$ cat config.mk
export PLATFORM = sky130hd
export DESIGN_NAME = mskand_hpc2_pipe
export DESIGN_NICKNAME = d
export VERILOG_FILES = /design/src/rtl/mskand_hpc2_pipe.sv
export SDC_FILE = /design/constraint.sdc
export NUM_CORES = 1
export LEC_CHECK = 0
export CAP_MARGIN = 20
export CORE_MARGIN = 3
export CORE_UTILIZATION = 57
export CTS_CLUSTER_DIAMETER = 50
export DETAILED_ROUTE_END_ITERATION = 16
export PLACE_DENSITY_LB_ADDON = 0.15
export SLEW_MARGIN = 20
export SYNTH_ARGS = -nofsm -noshare
export SYNTH_HDL_FRONTEND = slang
export SYNTH_SLANG_ARGS = --single-unit
$ cat constraint.sdc
create_clock -name clk -period 6.9 [get_ports clk]
set_clock_uncertainty 0.05 [all_clocks]
set_input_delay 1.035 -clock clk [delete_from_list [all_inputs] [get_ports clk]]
set_output_delay 1.035 -clock clk [all_outputs]
set_load 0.02 [all_outputs]
$ cat src/rtl/mskand_hpc2_pipe.sv
// W-lane, d-share HPC2 masked AND wrapped in a 2-stage valid/ready pipeline.
// Optional: define MSKAND_HPC2_CLEAR_EN to zero a stage's data registers whenever that stage drains.
module mskand_hpc2_pipe #(
  parameter int d = 2,
  parameter int W = 8,
  localparam int RND_PER_LANE = d * (d - 1) / 2
) (
  input  logic                      clk,
  input  logic                      rst,
  input  logic                      in_valid,
  output logic                      in_ready,
  input  logic [W*d-1:0]            ina,
  input  logic [W*d-1:0]            inb,
  input  logic                      rnd_valid,
  output logic                      rnd_ready,
  input  logic [W*RND_PER_LANE-1:0] rnd,
  output logic                      out_valid,
  input  logic                      out_ready,
  output logic [W*d-1:0]            out,
  output logic                      busy
);
`ifdef MSKAND_HPC2_CLEAR_EN
  localparam bit CLEAR_EN = 1'b1;
`else
  localparam bit CLEAR_EN = 1'b0;
`endif

  logic                      s0_valid_reg;
  logic                      s1_valid_reg;
  logic                      adv0;
  logic                      adv1;
  logic                      accept;
  logic                      ld1;
  logic                      clr0;
  logic                      clr1;
  logic [W*d-1:0]            a0_reg;
  logic [W*d-1:0]            b0_reg;
  logic [W*RND_PER_LANE-1:0] r0_reg;

  assign adv1      = !s1_valid_reg || out_ready;
  assign adv0      = !s0_valid_reg || adv1;
  assign accept    = in_valid && rnd_valid && adv0;
  assign ld1       = adv1 && s0_valid_reg;
  assign clr0      = CLEAR_EN && adv0 && !accept && s0_valid_reg;
  assign clr1      = CLEAR_EN && adv1 && !s0_valid_reg && s1_valid_reg;
  assign in_ready  = adv0;
  assign rnd_ready = accept;
  assign out_valid = s1_valid_reg;
  assign busy      = s0_valid_reg || s1_valid_reg;

  always_ff @(posedge clk or posedge rst) begin
    if (rst) begin
      s0_valid_reg <= 1'b0;
      s1_valid_reg <= 1'b0;
      a0_reg       <= '0;
      b0_reg       <= '0;
      r0_reg       <= '0;
    end else begin
      if (adv0) s0_valid_reg <= accept;
      if (adv1) s1_valid_reg <= s0_valid_reg;
      if (accept) begin
        a0_reg <= ina;
        b0_reg <= inb;
        r0_reg <= rnd;
      end else if (clr0) begin
        a0_reg <= '0;
        b0_reg <= '0;
        r0_reg <= '0;
      end
    end
  end

  // One register set per ordered share pair (i, j), i != j; r_ij and r_ji share a bit.
  for (genvar gk = 0; gk < W; gk++) begin : g_lane
    for (genvar gi = 0; gi < d; gi++) begin : g_share
      logic [d-1:0] term;
      for (genvar gj = 0; gj < d; gj++) begin : g_pair
        if (gj == gi) begin : g_diag
          assign term[gj] = 1'b0;
        end else begin : g_cross
          localparam int LO    = (gi < gj) ? gi : gj;
          localparam int HI    = (gi < gj) ? gj : gi;
          localparam int RIDX  = gk * RND_PER_LANE + LO * d - LO * (LO + 1) / 2 + (HI - 1 - LO);
          localparam bit FIRST = (gj == ((gi == 0) ? 1 : 0));
          logic v_reg;
          logic u_reg;
          logic w_reg;

          always_ff @(posedge clk or posedge rst) begin
            if (rst) begin
              v_reg <= 1'b0;
              u_reg <= 1'b0;
              w_reg <= 1'b0;
            end else begin
              if (accept) begin
                v_reg <= inb[gk*d+gj] ^ rnd[RIDX];
              end else if (clr0) begin
                v_reg <= 1'b0;
              end
              if (ld1) begin
                u_reg <= (~a0_reg[gk*d+gi] & r0_reg[RIDX])
                       ^ (FIRST & a0_reg[gk*d+gi] & b0_reg[gk*d+gi]);
                w_reg <= a0_reg[gk*d+gi] & v_reg;
              end else if (clr1) begin
                u_reg <= 1'b0;
                w_reg <= 1'b0;
              end
            end
          end

          assign term[gj] = u_reg ^ w_reg;
        end
      end
      // Output XOR tree sees only stage-1 registers, so no stage-0 glitch reaches out.
      assign out[gk*d+gi] = ^term;
    end
  end

endmodule

==> results of run 1 <==
==> worst max-delay path, stage by stage <==
cell and delay [ns]:
clkdlybuf4s50_1 0.46, nand3b_4 0.13, nor2b_4 0.15, buf_4 0.70
clkdlybuf4s50_1 0.75
==> placed cells by master, fill, tap and decap left out <==
cell | netlist | routed
a21bo_2 | 16 | 16
a21oi_1 | 16 | 16
a31oi_1 | 16 | 16
buf_16 | 0 | 1
buf_4 | 1 | 2
bufinv_16 | 0 | 1
clkbuf_1 | 7 | 2
clkbuf_8 | 0 | 12
clkdlybuf4s50_1 | 0 | 64
clkinv_2 | 0 | 2
dfrtp_1 | 90 | 89
dfrtp_2 | 0 | 1
mux2_2 | 27 | 27
mux2_4 | 29 | 29
mux2i_1 | 16 | 16
nand2_1 | 3 | 3
nand2b_1 | 2 | 1
nand2b_2 | 0 | 1
nand3b_4 | 1 | 1
nand4_1 | 16 | 16
nor2b_4 | 1 | 1
or2_2 | 1 | 1
xor2_1 | 32 | 32
==> how the worst max path moves through the flow <==
stage / end / slack (ns) / depth (start not counted)
CTS: rnd_ready / 2.56 / 5
floorplan: a0_reg[0] / 3.48 / 1
detailed placement: rnd_ready / 2.56 / 5
global route: rnd_ready / 2.48 / 5
finish: rnd_ready / 2.58 / 5
global placement: rnd_ready / 2.58 / 5
==> cell families (layout without fill, tap and decap cells) <==
kind of cell    count (synthesis)  in the layout  share of synthesized area (%)
compound gates                 48             48                           8.40
xor+xnor                       32             32                           6.92
buf+inv                        20             84                           2.84
flops                          90             90                           55.6
mux                            72             72                           22.2
simple gates                   24             24                           4.05
==> per-layer routing <==
metal,up-vias,wire length (um)
met5,-,0
met4,0,116
met3,9,301
met2,61,3370
met1,1198,3410
li1,1146,-
==> report_power, final <==
part	leakage (nW)	internal, mW	total (mW)	switching [mW]
Clock	0.107	0.197	0.372	0.175
Sequential	1.07	0.639	0.726	0.0871
Combinational	1.04	0.253	0.439	0.186
Total	2.21	1.09	1.54	0.448
==> cell type report <==
cell class	count	area (um^2)	area share [%]
flip-flops and latches	90	2250	45.5
clock inverters	2	35.0	0.707
inverters	1	5.00	0.101
well taps	96	120	2.42
multi-input cells	176	1690	34.0
clock buffers	14	173	3.48
repair buffers	67	683	13.8
==> metrics by stage <==
| step | power (mW) | worst slack, ns | utilization, % | hold slack [ns] |
|---|---|---|---|---|
| global route | 1.62 | 2.48 | 72.5 | 0.481 |
| global placement | 1.16 | 2.58 | 69.1 | 0.441 |
| CTS | 1.55 | 2.56 | 72.5 | 0.465 |
| finish | 1.54 | 2.58 | 72.5 | 0.461 |
| floorplan | 0.995 | 3.48 | - | 0.430 |
| detailed placement | 1.18 | 2.56 | 69.5 | 0.447 |
==> reports/results.ini, run 1 <==
[status]
outcome=complete, no violations

[timing]
max_freq_ghz=0.231
report.final.slew_viol_count=0
finalHoldViolCount=0
relSlewSlack_pct=36.5
setup_violations=0
rsz0062_at_grt=no
fin_crit_sh_pct=62.7
min_period_ns=4.32
setup-tns-final_ns=0
tightest_slew_ns=0.952

[setup_path]
reg2reg_setup_slack_ns=4.48
worstPathRequired_ns=5.81
rr_worst_depth=4
arrival_ns=3.24
crit_start=out_ready
rr_endpoint=g_lane[6].g_share[1].g_pair[0].g_cross.v_reg
cp-end-kind=output pin
worstSetupStartpointType=input pin
r2r-start=s0_valid_reg
criticalPathCategory=input pin to output pin
cp_max_fo=57

[synthesis]
synth_top_area_cell=dfrtp_1
post-synth-top-count-cell=dfrtp_1
synth-seq-cells=90
synthDominantCellAreaShare_pct=55.6
syn_avg_cell_area_um2=14.2
synth_edf_count=0
async_flop_share_pct=100
netlist_top_cells_area=dfrtp_1 56%, mux2_4 11%, mux2_2 7.5%, xor2_1 6.9%, a21bo_2 4.0%
syn_inst=286
syn_nets=331
ys_warn_count=0
synthDistinctLibCells=20
ys_top_cells_by_count=90 x dfrtp_1, 32 x xor2_1, 29 x mux2_4
synth_ff_type=dfrtp_1
netlist_area_um2=4050
ys_seq_area_share_pct=55.6

[place]
globalplace.congestion=0.721
dp.final_hpwl_um=4720
placement.cell_area_um2=4750
dp_cells=430
portBuffers=64

[clock_network]
cts-root-buf=clkbuf_8
cts_resized=0
post_cts.repair.setup_buffers=0
htreeDepth=3
cts_tree=done
clockBufferDepth=2
clock_sinks=90
numCtsBuffers=9
clock_latency_ns=0.35
cts.clk_slew.worst_paths_ns=0.08
cts_hold_buf=0

[grt]
gr-usage-met2_pct=28.5
top_usage_layer=met2
met3_usage_pct=3.83
grt_overflow=0
grt_first_pass_wirelength_um=12500
grtUsageTotal_pct=19.0
grt_max_degree=58
grt_pass1_vias=2461
antenna_found_initial=0
grt_use_met1_pct=27.6

[detailed_routing]
postRouteAntennaNets=0
drc=0
wire_per_inst_um=16.2
vias=2414
via_per_inst=5.41
drtPass1Iterations=4
drt_iter0_markers=154
wl_um=7200

[floorplan]
rows=30
initial_utilization_pct=59.3
fp.dieH_um=90.3
num_io_pins=65
dieArea_um2=8150
fp.dieW_um=90.3
fp.coreArea_um2=6830

[worst_hold_path]
hp-class=flop to flop
min_from=g_lane[7].g_share[0].g_pair[1].g_cross.v_reg
hold_end=g_lane[7].g_share[0].g_pair[1].g_cross.v_reg
hold_depth=1

[run]
drv_cap=0

[finish]
nFillCells=489
design_area_um2=4960
n_antenna_cell=0
syn2layout_area_growth_pct=22.3
drive_gt1_share_pct=27.1
final_cells=446
num-nets-final=390

[power]
power_density_nw_per_um2=310
p_leak_nw=2.21
vdd_drop_max_uv=153

(Power assumes the default switching activity.)
==> run 2, diff against run 1 <==
- CORE_UTILIZATION: 57 -> 53
- clock period: 6.9 -> 4.1 ns (I/O delays scaled with it)
==> run 2 against run 1 <==
Net effect:
- die area increased by 7.0%
- critical endpoint unchanged
- wire length increased by 0.81%
- global-route usage decreased by 0.53 points
- clock-buffer cell count decreased by 2
- first-iteration DRC count decreased by 40%
- via count increased by 0.25%
- largest power group unchanged
- largest cell class unchanged
- utilization decreased by 4.9 points
- register-to-register slack got worse by 2.9 ns
==> reports/results.ini, run 2 (synthesis gave the netlist of run 1 again) <==
[finish]
nFillCells=552
drive_gt1_share_pct=27.4
syn2layout_area_growth_pct=22.4
layout_common_cells=89 x dfrtp_1, 64 x clkdlybuf4s50_1, 32 x xor2_1
layout_commonest_cell=dfrtp_1
n_antenna_cell=0
num-nets-final=391

[timing]
min_period_ns=2.84
finalHoldViolCount=0
tightest_slew_ns=0.919
report.final.slew_viol_count=0
fin_crit_sh_pct=69.4
setup-tns-final_ns=0
timing.hold.ws_ns=0.463
setup_violations=0
rsz0062_at_grt=no
max_freq_ghz=0.352
relSlewSlack_pct=38.7

[clock_network]
cts_hold_buf=0
htreeDepth=3
post_cts.repair.setup_buffers=0
clockBufferDepth=2
numCtsBuffers=9
clock_sinks=90
clock_latency_ns=0.35
cts_tree=done
cts_resized=0
cts-root-buf=clkbuf_8
cts.clk_slew.worst_paths_ns=0.08

[detailed_routing]
vias=2420
wl_met2_um=3620
drtPass1Iterations=4
wl_um=7260
drt_iter0_markers=92
drt-met1-wl_um=3240
drc=0
via_per_inst=5.38
wire_per_inst_um=16.1
postRouteAntennaNets=0
highest_layer=met4
dr_wl_met3_um=324

[worst_hold_path]
hold_depth=1
hp-class=flop to flop

[grt]
grt_first_pass_wirelength_um=12600
grtUsageTotal_pct=18.5
antenna_found_initial=0
grt_overflow=0
grt_max_degree=57
grt_pass1_vias=2504

[place]
dp.final_hpwl_um=4780
portBuffers=64
globalplace.congestion=0.732

[power]
power_density_nw_per_um2=527
p_leak_nw=2.21
vdd_drop_max_uv=306

[setup_path]
rr_worst_depth=4
arrival_ns=2.18
crit_chain=nand3b_4 > nor2b_4 > clkdlybuf4s50_1
worstPathRequired_ns=3.43
crit_slowest_cell=dfrtp_2
worstSetupStartpointType=flop
cp-end-kind=output pin
cp_max_fo=52
reg2reg_setup_slack_ns=1.60
criticalPathCategory=flop to output pin
slowest_delay_ns=0.97

[floorplan]
dieArea_um2=8730
num_io_pins=65
initial_utilization_pct=55.3
fp.coreArea_um2=7330
rows=31
fp.dieH_um=93.4
fp.dieW_um=93.4

[status]
outcome=complete, no violations

[run]
drv_cap=0

run 2: cell count changes in the layout (fill, tap and decap cells not counted):
cell	previous run	this run
bufinv_16	1	2
clkinv_2	2	1
buf_4	2	4
clkbuf_8	12	10
clkinvlp_4	0	2
buf_16	1	0
run 2: area by class of cell:
type | instances | area (um^2) | share of cell area [%]
sequential | 90 | 2250 | 45.4
multi-input combinational | 176 | 1690 | 34.0
timing repair buffer | 68 | 671 | 13.5
clock buffer | 12 | 145 | 2.93
tap | 99 | 124 | 2.50
clock inverter | 4 | 75.1 | 1.51
inverter | 1 | 5.00 | 0.101
run 2: worst max-delay path, delay by kind of cell, from the launching register on:
family                 cells  cell delay (ns)
buffers and inverters      1             0.54
flip-flops                 1             0.97
AND/OR/NAND/NOR            2             0.30
run 2: per-layer routing:
metal,GRT usage (%),vias up
met5,0,-
met4,4.88,0
met3,5.87,10
met2,29.5,47
met1,24.5,1219
li1,-,1144
run 2: final timing paths:
path / to / startpoint
worst max-delay path: rnd_ready / s0_valid_reg
worst min-delay path: b0_reg[14] / b0_reg[14]
worst max register to register: g_lane[4].g_share[1].g_pair[0].g_cross.v_reg / s0_valid_reg
worst min register to register: b0_reg[14] / b0_reg[14]
max in group asynchronous: g_lane[5].g_share[0].g_pair[1].g_cross.w_reg / rst
min in group asynchronous: b0_reg[3] / rst
run 2: per-stage QoR:
| step | util [%] | cells | cell area (um^2) | total power, mW | setup slack, ns |
|---|---|---|---|---|---|
| 2_1_floorplan | - | 286 | 4050 | 1.67 | 1.10 |
| 3_3_place_gp | 64.7 | 434 | 4740 | 1.97 | 1.40 |
| 3_5_place_dp | 64.7 | 434 | 4740 | 1.98 | 1.36 |
| 4_1_cts | 67.7 | 450 | 4960 | 2.65 | 1.24 |
| 5_1_grt | 67.7 | 450 | 4960 | 2.76 | 1.10 |
| 6_report | 67.7 | 450 | 4960 | 2.61 | 1.26 |
run 2: report_power, final:
group / switching (mW) / internal, mW / leakage, nW / total (mW)
combinational: 0.310 / 0.424 / 1.04 / 0.735
clock: 0.295 / 0.361 / 0.103 / 0.655
sequential: 0.146 / 1.08 / 1.07 / 1.22
==> run 3, diff against run 2 <==
- clock period: 4.1 -> 2.96 ns (I/O delays scaled with it)
==> run 3 against run 2 <==
Net effect:
- first-iteration DRC count rose by 4.3%
- register-to-register slack got worse by 0.62 ns
- wire length rose by 2.4%
- worst setup slack got worse by 0.66 ns
- clock-buffer cell count fell by 1
- non-clock buffer count rose by 2
- critical path depth did not move
- power rose by 39%
- via count rose by 1.8%
- critical endpoint unchanged
- largest power group unchanged
- die area did not move
==> reports/results.ini, run 3 (synthesis gave the netlist of run 1 again) <==
[status]
outcome=complete, no violations

[floorplan]
num_io_pins=65
dieArea_um2=8730
rows=31
initial_utilization_pct=55.3
fp.coreArea_um2=7330
fp.dieW_um=93.4
fp.dieH_um=93.4

[power]
seq_power_share_pct=46.5
power_frac_clock_pct=24.9
p_switching_mw=1.05
vdd_drop_max_uv=401
power_density_nw_per_um2=727
intPower_mw=2.58
combPwrFrac_pct=28.6
switching_share_pct=28.9
p_leak_nw=2.23
finalPower_mw=3.63

[setup_path]
rr_worst_depth=3
rr_endpoint=g_lane[1].g_share[1].g_pair[0].g_cross.w_reg
cp_max_fo=22
reg2reg_setup_slack_ns=0.98
worstPathRequired_ns=2.47
worstSetupStartpointType=flop
arrival_ns=1.87
criticalPathCategory=flop to output pin
r2r-start=s0_valid_reg
cp-end-kind=output pin

[grt]
grt_max_degree=57
antenna_found_initial=0
gr-usage-met2_pct=28.8
grt_use_met1_pct=25.7
grt_overflow=0
grt_first_pass_wirelength_um=12800
met3_usage_pct=5.63
grt_pass1_vias=2575
grtUsageTotal_pct=18.8
top_usage_layer=met2

[finish]
post-route-util_pct=68.0
num-nets-final=393
syn2layout_area_growth_pct=23.1
layout_common_cells=89 x dfrtp_1, 64 x clkdlybuf4s50_1, 32 x xor2_1
n_antenna_cell=0
layout_commonest_cell=dfrtp_1
drive_gt1_share_pct=28.0
design_area_um2=4990

[detailed_routing]
drc=0
via_per_inst=5.45
vias=2463
drtPass1Iterations=4
wl_um=7440
wire_per_inst_um=16.5
drt_iter0_markers=96
postRouteAntennaNets=0

[worst_hold_path]
hp-class=flop to flop
hold_depth=1
hold_end=g_lane[3].g_share[0].g_pair[1].g_cross.w_reg
min_from=g_lane[3].g_share[0].g_pair[1].g_cross.w_reg

[place]
dp.final_hpwl_um=5050
place_ws_ns=0.607
portBuffers=64
placement.cell_area_um2=4770
globalplace.congestion=0.714

[clock_network]
cts_hold_buf=0
cts.clk_slew.worst_paths_ns=0.09
clock_latency_ns=0.35
htreeDepth=3
numCtsBuffers=9
clock_sinks=90
cts_tree=done
cts-root-buf=clkbuf_8
clockBufferDepth=2
cts_resized=0
post_cts.repair.setup_buffers=0

[timing]
max_freq_ghz=0.423
min_period_ns=2.37
setup_violations=0
fin_crit_sh_pct=79.9
setup-tns-final_ns=0
report.final.slew_viol_count=0
layout_setup_ws_ns=0.594
relSlewSlack_pct=48.2
tightest_slew_ns=0.776
finalHoldViolCount=0
rsz0062_at_grt=no

[run]
drv_cap=0

-- run 3: changes by cell type in the layout (fill, tap and decap cells not counted), sizes merged --
cell	delta
buf	+2
clkbuf	-1
clkinv	+2
clkinvlp	-1
-- run 3: how the worst max path moves through the flow --
stage                       from        end  depth (start not counted)
CTS                 s0_valid_reg  rnd_ready                          3
global route        s0_valid_reg  rnd_ready                          3
detailed placement     out_ready  rnd_ready                          4
floorplan                    rst  a0_reg[0]                          1
finish              s0_valid_reg  rnd_ready                          3
global placement       out_ready  rnd_ready                          4
-- run 3: critical path: stages (launching register included) --
cell and delay [ns]:
dfrtp_2 0.57, nand3b_4 0.16, nor2b_4 0.18, clkdlybuf4s50_1 0.61
-- run 3: power groups by stage --
| stage | Combinational [mW] | Sequential [mW] | Clock [mW] |
|---|---|---|---|
| floorplan | 0.668 | 1.65 | 0 |
| global placement | 1.03 | 1.70 | 0 |
| detailed placement | 1.05 | 1.71 | 0 |
| CTS | 1.06 | 1.69 | 0.930 |
| global route | 1.13 | 1.72 | 0.986 |
| finish | 1.04 | 1.69 | 0.903 |
-- run 3: layer usage --
layer  vias up  wire [um]  share of wire, %
met2        58       3620                49
li1       1158          -                 -
met3        13        359               4.8
met1      1234       3350                45
met5         -          0                 0
met4         0        105               1.4
-- run 3: cell type report --
| type | count | area, um^2 |
|---|---|---|
| fillers | 532 | 2340 |
| flip-flops and latches | 90 | 2250 |
| multi-input cells | 176 | 1690 |
| repair buffers | 70 | 698 |
| clock buffers | 11 | 141 |
| well taps | 99 | 124 |
| clock inverters | 5 | 77.6 |
| inverters | 1 | 5.00 |
-- run 3: through the flow --
step,hold WS (ns),instances
after floorplan,0.430,286
after global placement,0.440,436
after detailed placement,0.447,436
after CTS,0.466,452
after global routing,0.480,452
final,0.463,452
